[config.mk]
export PLATFORM = sky130hd
export DESIGN_NAME = centronics_receiver
export DESIGN_NICKNAME = d
export VERILOG_FILES = /design/src/rtl/centronics_receiver.sv
export SDC_FILE = /design/constraint.sdc
export NUM_CORES = 1
export LEC_CHECK = 0
export CORE_MARGIN = 2
export CORE_UTILIZATION = 54
export DETAILED_ROUTE_END_ITERATION = 6
export PLACE_DENSITY = 0.76
export SYNTH_ARGS = -nofsm -noshare
export SYNTH_HDL_FRONTEND = slang
export SYNTH_SLANG_ARGS = --single-unit
[constraint.sdc]
create_clock -name clk -period 3.5 [get_ports clk]
set_input_delay 0.7 -clock clk [delete_from_list [all_inputs] [get_ports clk]]
set_output_delay 0.7 -clock clk [all_outputs]
set_load 0.005 [all_outputs]
[src/rtl/centronics_receiver.sv]
// ============================================================================
// centronics_receiver: peripheral end of a Centronics printer port; BUSY/ACK
// handshake, byte FIFO for a downstream consumer, status line drive.
// Rev 1.0 - initial release
// ============================================================================
`default_nettype none

module centronics_receiver #(
   parameter int FIFO_AW    = 4,
   parameter int STB_MIN    = 4,
   parameter int ACK_CYCLES = 8
) (
   input  logic               clk,
   input  logic               rst,
   input  logic [7:0]         lpt_data,
   input  logic               lpt_strobe_n,
   input  logic               lpt_init_n,
   input  logic               lpt_af_n,
   input  logic               lpt_selout_n,
   output logic               lpt_ack_n,
   output logic               lpt_busy,
   output logic               lpt_pe,
   output logic               lpt_sel,
   output logic               lpt_err_n,
   input  logic               cfg_pe,
   input  logic               cfg_sel,
   input  logic               cfg_err,
   input  logic               rd_en,
   output logic [7:0]         rd_data,
   output logic               rd_valid,
   output logic [FIFO_AW:0]   fifo_level,
   output logic               overflow,
   output logic               host_autofeed,
   output logic               host_selected,
   output logic               init_pulse
);

   localparam int DEPTH   = 1 << FIFO_AW;
   localparam int CNT_MAX = (STB_MIN > ACK_CYCLES) ? STB_MIN : ACK_CYCLES;
   localparam int CW      = $clog2(CNT_MAX + 1);

   localparam logic [2:0] S_IDLE      = 3'd0;
   localparam logic [2:0] S_FILTER    = 3'd1;
   localparam logic [2:0] S_CAPTURE   = 3'd2;
   localparam logic [2:0] S_WAIT_HIGH = 3'd3;
   localparam logic [2:0] S_ACK       = 3'd4;

   logic [7:0]         r_data_s1, r_data_s2;
   logic               r_stb_s1, r_stb_s2;
   logic               r_init_s1, r_init_s2, r_init_d;
   logic               r_af_s1, r_af_s2;
   logic               r_sel_s1, r_sel_s2;
   logic               r_pe, r_sel, r_err_n;

   logic [2:0]         r_state, w_state_nxt;
   logic [CW-1:0]      r_cnt, w_cnt_nxt;

   logic [7:0]         r_mem [DEPTH];
   logic [FIFO_AW-1:0] r_wptr, r_rptr, w_rptr_nxt;
   logic [FIFO_AW:0]   r_level, w_level_nxt;
   logic [7:0]         r_rd_data;
   logic               r_overflow;

   logic               w_init_fall, w_full, w_empty, w_pop, w_push, w_capture;
   logic               w_busy, w_ack_n;

   // Synchronizers idle at the inactive (high) level so reset looks like an idle host
   always_ff @(posedge clk) begin
      if (rst) begin
         r_data_s1 <= '0;
         r_data_s2 <= '0;
         r_stb_s1  <= 1'b1;
         r_stb_s2  <= 1'b1;
         r_init_s1 <= 1'b1;
         r_init_s2 <= 1'b1;
         r_init_d  <= 1'b1;
         r_af_s1   <= 1'b1;
         r_af_s2   <= 1'b1;
         r_sel_s1  <= 1'b1;
         r_sel_s2  <= 1'b1;
         r_pe      <= 1'b0;
         r_sel     <= 1'b0;
         r_err_n   <= 1'b1;
      end else begin
         r_data_s1 <= lpt_data;
         r_data_s2 <= r_data_s1;
         r_stb_s1  <= lpt_strobe_n;
         r_stb_s2  <= r_stb_s1;
         r_init_s1 <= lpt_init_n;
         r_init_s2 <= r_init_s1;
         r_init_d  <= r_init_s2;
         r_af_s1   <= lpt_af_n;
         r_af_s2   <= r_af_s1;
         r_sel_s1  <= lpt_selout_n;
         r_sel_s2  <= r_sel_s1;
         r_pe      <= cfg_pe;
         r_sel     <= cfg_sel;
         r_err_n   <= ~cfg_err;
      end
   end

   assign w_init_fall = r_init_d & ~r_init_s2;
   assign w_full      = (r_level == (FIFO_AW+1)'(DEPTH));
   assign w_empty     = (r_level == '0);
   assign w_pop       = rd_en & ~w_empty;

   always_ff @(posedge clk) begin
      if (rst) begin
         r_state <= S_IDLE;
         r_cnt   <= '0;
      end else begin
         r_state <= w_state_nxt;
         r_cnt   <= w_cnt_nxt;
      end
   end

   // INIT held low pins the FSM in IDLE, which also discards a byte in CAPTURE
   always_comb begin
      w_state_nxt = r_state;
      w_cnt_nxt   = r_cnt;
      if (!r_init_s2) begin
         w_state_nxt = S_IDLE;
      end else begin
         case (r_state)
            S_IDLE: begin
               if (!r_stb_s2) begin
                  w_state_nxt = S_FILTER;
                  w_cnt_nxt   = CW'(1);
               end
            end
            S_FILTER: begin
               if (r_stb_s2) begin
                  w_state_nxt = S_IDLE;
               end else if (r_cnt >= CW'(STB_MIN - 1)) begin
                  w_state_nxt = S_CAPTURE;
               end else begin
                  w_cnt_nxt = r_cnt + CW'(1);
               end
            end
            S_CAPTURE: w_state_nxt = S_WAIT_HIGH;
            S_WAIT_HIGH: begin
               if (r_stb_s2) begin
                  w_state_nxt = S_ACK;
                  w_cnt_nxt   = '0;
               end
            end
            S_ACK: begin
               if (r_cnt >= CW'(ACK_CYCLES - 1)) begin
                  w_state_nxt = S_IDLE;
               end else begin
                  w_cnt_nxt = r_cnt + CW'(1);
               end
            end
            default: w_state_nxt = S_IDLE;
         endcase
      end
   end

   always_comb begin
      w_busy    = 1'b1;
      w_ack_n   = 1'b1;
      w_capture = 1'b0;
      case (r_state)
         S_IDLE, S_FILTER: w_busy = w_full;
         S_CAPTURE:        w_capture = r_init_s2;
         S_ACK:            w_ack_n = ~r_init_s2;
         default:          w_busy = 1'b1;
      endcase
      if (!r_init_s2) w_busy = 1'b1;
   end

   assign w_push     = w_capture & (~w_full | w_pop);
   assign w_rptr_nxt = w_pop ? r_rptr + FIFO_AW'(1) : r_rptr;

   always_comb begin
      w_level_nxt = r_level;
      case ({w_push, w_pop})
         2'b10:   w_level_nxt = r_level + (FIFO_AW+1)'(1);
         2'b01:   w_level_nxt = r_level - (FIFO_AW+1)'(1);
         default: w_level_nxt = r_level;
      endcase
   end

   always_ff @(posedge clk) begin
      if (w_push) r_mem[r_wptr] <= r_data_s2;
   end

   // rd_data tracks the next head, bypassing a byte written into the head slot
   always_ff @(posedge clk) begin
      if (rst) begin
         r_wptr     <= '0;
         r_rptr     <= '0;
         r_level    <= '0;
         r_rd_data  <= '0;
         r_overflow <= 1'b0;
      end else if (w_init_fall) begin
         r_wptr     <= '0;
         r_rptr     <= '0;
         r_level    <= '0;
         r_overflow <= 1'b0;
      end else begin
         if (w_push) r_wptr <= r_wptr + FIFO_AW'(1);
         r_rptr  <= w_rptr_nxt;
         r_level <= w_level_nxt;
         if (w_level_nxt != '0) begin
            r_rd_data <= (w_push && (r_wptr == w_rptr_nxt)) ? r_data_s2 : r_mem[w_rptr_nxt];
         end
         if (w_capture && !w_push) r_overflow <= 1'b1;
      end
   end

   assign lpt_ack_n     = w_ack_n;
   assign lpt_busy      = w_busy;
   assign lpt_pe        = r_pe;
   assign lpt_sel       = r_sel;
   assign lpt_err_n     = r_err_n;
   assign rd_data       = r_rd_data;
   assign rd_valid      = ~w_empty;
   assign fifo_level    = r_level;
   assign overflow      = r_overflow;
   assign host_autofeed = ~r_af_s2;
   assign host_selected = ~r_sel_s2;
   assign init_pulse    = w_init_fall;

endmodule

`default_nettype wire

==> metrics.csv, run 1 <==
metric,value,unit
status,"complete, no violations",
wl_per_cell,21.4,um
synth_ff_type,edfxtp_1,
vias,5726,
antenna_cells,0,
dp_hpwl,12900,um
rows,45,
fin_crit,3.23,ns
cts-resized-gates,0,
grt_util_all_layers,24.4,%
htreeDepth,4,
dieWidth,129,um
startpoint_type,input pin,
pre_cts_slack,-0.116,ns
cp_slowest_cell,clkdlybuf4s50_1,
finalClockSkew,0.0100,ns
numCtsBuffers,17,
crit_required,3.82,ns
antenna_left,0,
netlist_area,8370,um^2
grt_pass1_wl,30200,um
vdd_drop_max,405,uV
clock-sinks,185,
drv_slew,0,
p_per_area,655,nW/um^2
final_cells,906,
path_max_fanout,8,
clkLatencyLatePin,0.43,ns
synth-seq-cells,185,
clockRootBuffer,clkbuf_16,
clk_pin_slew,0.06,ns
rsz0062_at_grt,false,
setup_viol,0,
synth_cell_types,72,
fin_ws,0.267,ns
synth_area_leaders,"edfxtp_1, dfxtp_1, mux4_2",
endpoint_kind,flip-flop,
crit_path_start,rd_en,
hold_ws,0.408,ns
final_common_cell,edfxtp_1,
drc,0,
worstHoldStart,r_sel_s1,
via_per_inst,6.32,
wirelength,19400,um
cts_tree,yes,
synthArstFlopShare,0,%
power,6.36,mW
synth_enable_flop_cells,128,
synth_cells,644,
regToRegStartpoint,fifo_level[0],
cp.arrival,3.56,ns
crit_type,in2reg,
die-area,16500,um^2
yosys.area.top_type,edfxtp_1,
leakage,3.31,nW
port-buffer-count,40,
antenna_found_initial,1,
syn_nets,672,
grt_pass1_vias,5622,
coreArea,15200,um^2
clockBufferDepth,2,
critPathMaxStageDelay,0.48,ns
post_cts_buffers,0,
cts_hold_buffers,0,
dp.cells,874,
seq_area_frac_synth,59.5,%
syn-mean-instance-area,13.0,um^2
die_y,129,um
yosys.area.top_type_share,45.9,%
pin_count,41,
clock.fmax,309,MHz
crit_chain,"clkdlybuf4s50_1, inv_1, a21oi_1, nand2_1, inv_1, ha_1, nor2b_1, o21ai_0, a211o_1, a21oi_1, a221oi_1, buf_4, a21oi_2, buf_4, a32o_1",
cap_violations,0,
area_growth,15.9,%
hold_path.class,reg2reg,
drive_above_1_share,17.5,%
place_congestion,0.924,
slew_headroom,48.0,%
finalCritPeriodShare,92.4,%
most-common-layout-cells,"edfxtp_1, dfxtp_1, nor2_1, clkdlybuf4s50_1, buf_4",
initial_utilization,55.1,%
drt-initial-drc-count,701,
finalHoldViolations,0,
synth_warnings,0,
grt_max_degree,53,
tightest_slew,0.779,ns
drtPass1Iterations,6,
nets,733,
overflow,0,
[cells in the mapped netlist (2+ instances only)]
master and count:
and4_1 2, and2_1 4, nand4_1 4, o21a_1 2, o221a_2 7, nand2b_1 5
a32oi_1 2, buf_2 8, nor3_1 8, nand3_1 24, o221ai_1 5, nand2_1 28
a22oi_1 2, a211oi_1 7, buf_4 2, clkbuf_1 24, o21ai_0 25, o211ai_1 19
nor2_1 42, ha_1 9, a2111oi_0 2, xor2_1 5, nor3b_1 2, or2_2 11
a31oi_1 5, nor2b_1 28, mux2i_1 33, a21oi_1 21, a21o_1 3, a221o_1 7
xnor2_1 7, o21ai_1 2, edfxtp_1 128, o21bai_1 2, or2_0 7, buf_1 3
a32o_1 8, inv_1 17, a22o_1 3, buf_6 2, and3_1 4, dfxtp_1 57
mux4_2 24, mux2_2 2, a2bb2oi_1 5
[final timing paths]
kind,to,slack (ns),cells past startpoint
min reg2reg,r_sel_s2,0.41,1
max,rd_data[4],0.27,15
max reg2reg,rd_data[4],0.34,14
min,r_sel_s2,0.41,1
[per-stage QoR]
step / utilization (%) / TNS (ns) / cell area, um^2
final: 63.8 / 0 / 9700
after global routing: 63.8 / 0 / 9700
after CTS: 63.8 / 0 / 9700
after detailed placement: 60.2 / -0.859 / 9150
after global placement: 60.2 / 0 / 9150
after floorplan: - / 0 / 8370
[cell type report]
| class | count | area, um^2 |
|---|---|---|
| sequential | 185 | 4990 |
| tap | 188 | 235 |
| timing repair buffer | 81 | 721 |
| clock buffer | 18 | 429 |
| clock inverter | 14 | 121 |
| multi-input combinational | 402 | 3140 |
| fill | 1120 | 5500 |
| inverter | 18 | 67.6 |
[metal layers]
metal | share of wire, % | up-vias | wire length (um) | GRT usage [%]
li1 | - | 2594 | - | -
met2 | 50 | 231 | 9740 | 41.1
met4 | 3.0 | 0 | 578 | 10.5
met5 | 0 | - | 0 | 0
met3 | 5.7 | 48 | 1110 | 4.62
met1 | 41 | 2853 | 7970 | 31.2
[report_power, final]
part           switching (mW)  total [mW]  leakage, nW  internal [mW]
clock                   0.816        1.80        0.257          0.980
combinational            1.14        2.07         1.44          0.933
sequential             0.0840        2.49         1.61           2.41
total                    2.04        6.36         3.31           4.32
[registers in the layout, indices dropped and copies added (netlist names), 3 cells and up]
register	count
fifo_level	5
r_cnt	4
r_data_s1	8
r_data_s2	8
r_mem	128
r_rptr	4
r_state	3
r_wptr	4
rd_data	8
[critical path, delay by kind of cell]
| family | cells | cell delay, ns |
|---|---|---|
| buf+inv | 5 | 1.00 |
| fa+ha+maj | 1 | 0.23 |
| compound gates | 7 | 1.39 |
| simple gates | 2 | 0.25 |
[kinds of logic (layout without fill, tap and decap cells)]
family                     count (synthesis)  count (layout)  share of synthesized area (%)
AOI/OAI and AO/OA                        143             143                           12.7
xor gates and xnor gates                  13              13                           1.45
adders and majority gates                 10              10                           1.58
buffers and inverters                     57             131                           2.94
DFF                                      185             185                           59.5
muxes                                     59              59                           10.7
and+or+nand+nor                          177             177                           11.1
No activity file was read; power rests on OpenSTA's default activity.
==> run 2, diff against run 1 <==
--- a/config.mk
+++ b/config.mk
@@ -6,9 +6,9 @@
 export NUM_CORES = 1
 export LEC_CHECK = 0
 export CORE_MARGIN = 2
-export CORE_UTILIZATION = 54
+export CORE_UTILIZATION = 35
 export DETAILED_ROUTE_END_ITERATION = 6
-export PLACE_DENSITY = 0.76
+export GPL_ROUTABILITY_DRIVEN = 1
 export SYNTH_ARGS = -nofsm -noshare
 export SYNTH_HDL_FRONTEND = slang
 export SYNTH_SLANG_ARGS = --single-unit
==> run 2 against run 1 <==
Combinational power barely moved. Clock skew fell by 0.00062 ns. Clock power rose by 4%. Final cell count rose by 15%. Sequential power barely moved. Die area rose by 52%. Via count fell by 2.7%. Wire length rose by 2.2%. Setup slack improved by 0.013 ns.
==> metrics.csv, run 2 (same netlist as run 1, synthesis figures left out) <==
metric,value,unit,change
status,"complete, no violations",,
rsz0062_at_grt,false,,
rows,56,,+24%
initial_utilization,35.7,%,-19 points
fin_crit,3.22,ns,-0.0126 ns
grt_pass1_wl,31600,um,+4.4%
regMostFlops,r_mem,,
cts-resized-gates,0,,unchanged
crit_path_start,rd_en,,
path_max_fanout,8,,unchanged
grt_util_all_layers,16.9,%,-7.5 points
drv_slew,0,,unchanged
dp.cells,1006,,+15%
dp_hpwl,13600,um,+5.1%
clockRootBuffer,clkbuf_16,,
tightest_slew,0.761,ns,-0.0178 ns
worstHoldEndpoint,r_af_s2,,
vdd_drop_max,376,uV,-7.3%
finalCritPeriodShare,92.0,%,-0.36 points
critPathMaxStageDelay,0.48,ns,about the same
via_per_inst,5.37,,-15%
cp.arrival,3.53,ns,-0.03 ns
finalHoldViolations,0,,unchanged
ff2ff_path_depth,13,,-1
post_cts_buffers,0,,unchanged
pin_count,41,,unchanged
clk_pin_slew,0.07,ns,about the same
numCtsBuffers,17,,unchanged
cap_violations,0,,unchanged
cp_slowest_cell,clkdlybuf4s50_1,,
whs_path_depth,1,,unchanged
setup_viol,0,,unchanged
die_y,159,um,+23%
antenna_cells,0,,unchanged
reg2reg_slack,0.33,ns,about the same
slew_headroom,49.2,%,+1.2 points
p_per_area,650,nW/um^2,-0.76%
port-buffer-count,40,,unchanged
regToRegStartpoint,r_state[1],,
hold_path.class,reg2reg,,
die-area,25200,um^2,+52%
fillers,2127,,+90%
overflow,0,,unchanged
cts_tree,yes,,
leakage,3.33,nW,+0.70%
crit_family,compound AO/OA/AOI/OAI gates,,
most-common-layout-cells,"edfxtp_1, dfxtp_1, nor2_1, buf_4, clkdlybuf4s50_1",,
place_congestion,0.830,,-10%
final_cells,1038,,+15%
area_growth,18.2,%,
dieWidth,159,um,+23%
crit_type,in2reg,,
drtPass1Iterations,5,,-1
crit_chain,"clkdlybuf4s50_1, inv_1, a21oi_1, nand2_1, inv_1, ha_1, nor2b_1, o21ai_0, a211o_1, a21oi_1, a221oi_1, buf_4, a21oi_2, buf_4, a32o_1",,
antenna_found_initial,0,,-1
vias,5572,,-2.7%
wl_per_cell,19.1,um,-11%
grt_pass1_vias,5733,,+2.0%
path_buf_inv,5,,unchanged
cts_hold_buffers,0,,unchanged
clkLatencyLatePin,0.43,ns,about the same
clock-sinks,185,,unchanged
finalClockSkew,0.00940,ns,-0.000618 ns
nets,734,,+0.14%
drc,0,,unchanged
htreeDepth,4,,unchanged
startpoint_type,input pin,,
drive_above_1_share,17.4,%,-0.16 points
drt-initial-drc-count,420,,-40%
coreArea,23500,um^2,+54%
final_common_cell,edfxtp_1,,
crit_required,3.81,ns,about the same
power,6.44,mW,+1.2%
wirelength,19800,um,+2.2%
clockBufferDepth,2,,unchanged
grt_max_degree,53,,unchanged
antenna_left,0,,unchanged
endpoint_kind,flip-flop,,
clock.fmax,311,MHz,+0.39%
largest_register_ffs,128,,unchanged
worstHoldStart,r_af_s1,,
timing.rr.end,rd_data[4],,
-- run 2: changes by cell type in the layout (fill, tap and decap cells not counted), sizes merged --
| cell | delta |
|---|---|
| buf | +1 |
| bufinv | +1 |
| clkbuf | +2 |
| clkinvlp | -3 |
-- run 2: layer usage --
layer,GRT usage (%),wire [um]
met4,6.09,427
met2,29.5,10200
met5,0,0
met3,3.70,779
met1,20.5,8400
-- run 2: metrics by stage --
| step | setup slack [ns] | setup TNS [ns] | area, um^2 | hold WS [ns] | utilization, % |
|---|---|---|---|---|---|
| finish | 0.280 | 0 | 9900 | 0.406 | 42.2 |
| global route | 0.0752 | 0 | 9900 | 0.415 | 42.2 |
| CTS | 0.344 | 0 | 9900 | 0.411 | 42.2 |
| detailed placement | -0.0794 | -0.588 | 9320 | 0.400 | 39.7 |
| global placement | 0.00955 | 0 | 9320 | 0.394 | 39.7 |
| floorplan | 0.152 | 0 | 8370 | 0.389 | - |
-- run 2: area by class of cell --
cell class	count	area (um^2)	share of cell area [%]
sequential	185	4990	50.4
clock buffer	20	437	4.41
clock inverter	12	139	1.40
timing repair buffer	82	728	7.36
tap	319	399	4.03
multi-input combinational	402	3140	31.7
inverter	18	67.6	0.683
-- run 2: how the worst max path moves through the flow --
stage                 endpoint  slack (ns)  cells after the start
floorplan           rd_data[4]        0.15                     14
global placement    rd_data[7]        0.01                     13
detailed placement  rd_data[7]       -0.08                     13
CTS                 rd_data[4]        0.34                     15
global route        rd_data[4]        0.08                     13
finish              rd_data[4]        0.28                     15
-- run 2: where the power goes --
part / switching, mW / total, mW / internal (mW) / leakage [nW]
logic: 1.12 / 2.06 / 0.943 / 1.45
registers: 0.0889 / 2.50 / 2.41 / 1.61
clock network: 0.816 / 1.88 / 1.06 / 0.275
-- run 2: worst reg2reg max path: cells and delay by family (launching register included) --
family	cells	cell delay, ns
fa+ha+maj	1	0.29
buf+inv	3	0.44
simple gates	3	0.59
flops	1	0.57
compound gates	6	1.15
==> run 3, diff against run 2 <==
--- a/config.mk
+++ b/config.mk
@@ -5,7 +5,6 @@
 export SDC_FILE = /design/constraint.sdc
 export NUM_CORES = 1
 export LEC_CHECK = 0
-export CORE_MARGIN = 2
 export CORE_UTILIZATION = 35
 export DETAILED_ROUTE_END_ITERATION = 6
 export GPL_ROUTABILITY_DRIVEN = 1
==> run 3 against run 2 <==
Hold slack better by 0.0049 ns. Setup slack better by 0.033 ns. Non-clock buffer count rose by 1. Critical path type unchanged. Largest cell class unchanged. Largest power group unchanged.
==> metrics.csv, run 3 (same netlist as run 1, synthesis figures left out) <==
metric,value,unit,change
status,"complete, no violations",,
crit_required,3.82,ns,about the same
drt-initial-drc-count,494,,+18%
clockBufferDepth,2,,unchanged
crit_family,compound AO/OA/AOI/OAI gates,,
grt_util_all_layers,17.5,%,+0.65 points
path_max_fanout,8,,unchanged
wirelength_met1,8420,um,+0.17%
grt_pass1_wl,31800,um,+0.79%
wirelength,20200,um,+1.8%
post_cts_buffers,0,,unchanged
overflow,0,,unchanged
setup_viol,0,,unchanged
drtPass1Iterations,5,,unchanged
numCtsBuffers,17,,unchanged
cap_violations,0,,unchanged
hold_ws,0.411,ns,+0.00493 ns
cts-resized-gates,0,,unchanged
critPathMaxStageDelay,0.48,ns,about the same
wl_per_cell,19.4,um,+1.7%
reg2reg_slack,0.40,ns,+0.07 ns
die_y,157,um,-1.3%
hold_path.class,reg2reg,,
vdd_drop_max,406,uV,+8.1%
regMostFlops,r_mem,,
via_per_inst,5.41,,+0.73%
startpoint_type,input pin,,
cp.arrival,3.51,ns,-0.02 ns
clock-sinks,185,,unchanged
cp_common_cell,a21oi_1,,
finalCritPeriodShare,91.1,%,-0.95 points
dp_hpwl,13700,um,+1.1%
top_layer,met4,,
power,6.44,mW,about the same
crit_type,in2reg,,
rsz0062_at_grt,false,,
initial_utilization,35.7,%,unchanged
antenna_found_initial,2,,+2
vias,5618,,+0.83%
final_core_util,42.2,%,about the same
wl_met3,1030,um,+33%
final_common_cell,edfxtp_1,,
grt_pass1_vias,5726,,-0.12%
port-buffer-count,40,,unchanged
crit_chain,"clkdlybuf4s50_1, inv_1, a21oi_1, nand2_1, fa_1, nor2b_1, o21ai_0, a211o_1, a21oi_1, a221oi_1, buf_4, o221a_2, a32o_1",,
place_congestion,0.857,,+3.2%
clockRootBuffer,clkbuf_16,,
fin_crit,3.19,ns,-0.0332 ns
finalHoldViolations,0,,unchanged
cp_slowest_cell,clkdlybuf4s50_1,,
leakage,3.34,nW,+0.22%
cts_hold_buffers,0,,unchanged
fillers,2117,,-0.47%
dieWidth,157,um,-1.3%
cts_tree,yes,,
path_buf_inv,3,,-2
rows,56,,unchanged
finalClockSkew,0.0124,ns,+0.00303 ns
wl_met2,10100,um,-0.91%
drive_above_1_share,17.6,%,+0.25 points
endpoint_kind,flip-flop,,
drv_slew,0,,unchanged
clock.fmax,314,MHz,+1.0%
drc,0,,unchanged
slew_headroom,40.9,%,-8.3 points
tightest_slew,0.886,ns,+0.125 ns
htreeDepth,4,,unchanged
grt_max_degree,53,,unchanged
clkLatencyLatePin,0.44,ns,about the same
antenna_left,0,,unchanged
pin_count,41,,unchanged
coreArea,23500,um^2,unchanged
area_growth,18.2,%,about the same
clk_pin_slew,0.07,ns,about the same
die-area,24500,um^2,-2.5%
largest_register_ffs,128,,unchanged
p_per_area,651,nW/um^2,about the same
nets,735,,+0.14%
antenna_cells,0,,unchanged
most-common-layout-cells,"edfxtp_1, dfxtp_1, nor2_1, buf_4, clkdlybuf4s50_1",,
-- run 3: routing by layer --
metal,GRT usage [%],vias up
met1,21.4,2795
met5,0,-
li1,-,2602
met4,8.08,0
met2,29.8,184
met3,3.52,37
-- run 3: area by class of cell --
class,instances,area (um^2),area share [%]
flip-flops and latches,185,4990,50.4
multi-input cells,402,3140,31.7
repair buffers,83,736,7.43
clock buffers,19,433,4.37
well taps,319,399,4.03
clock inverters,13,138,1.39
inverters,18,67.6,0.682
-- run 3: worst paths after layout --
kind                   start         end  cells past startpoint
setup / recovery       rd_en  rd_data[2]                     13
hold / removal      r_sel_s1    r_sel_s2                      1
setup reg to reg  r_state[1]  rd_data[2]                     12
hold reg to reg     r_sel_s1    r_sel_s2                      1
-- run 3: metrics by stage --
stage / cells / worst slack (ns) / cell area (um^2) / setup TNS (ns)
floorplan: 644 / 0.152 / 8370 / 0
global placement: 1007 / -0.0104 / 9330 / -0.0763
detailed placement: 1007 / -0.118 / 9330 / -0.803
CTS: 1039 / 0.346 / 9900 / 0
global route: 1039 / 0.178 / 9900 / 0
finish: 1039 / 0.313 / 9900 / 0
-- run 3: worst register-to-register path, stage by stage (launching register included) --
cell and delay, ns:
dfxtp_1 0.57, nand4bb_1 0.28, nand2_1 0.17, inv_1 0.07, buf_4 0.14, ha_1 0.29, o21ai_0 0.18, a211o_1 0.35
a21oi_1 0.13, a221oi_1 0.06, buf_4 0.15, o221a_2 0.36, a32o_1 0.24
-- run 3: where the power goes --
part	leakage [nW]	switching, mW	internal [mW]
combinational	1.45	1.15	0.942
clock	0.277	0.858	1.00
sequential	1.61	0.0885	2.41
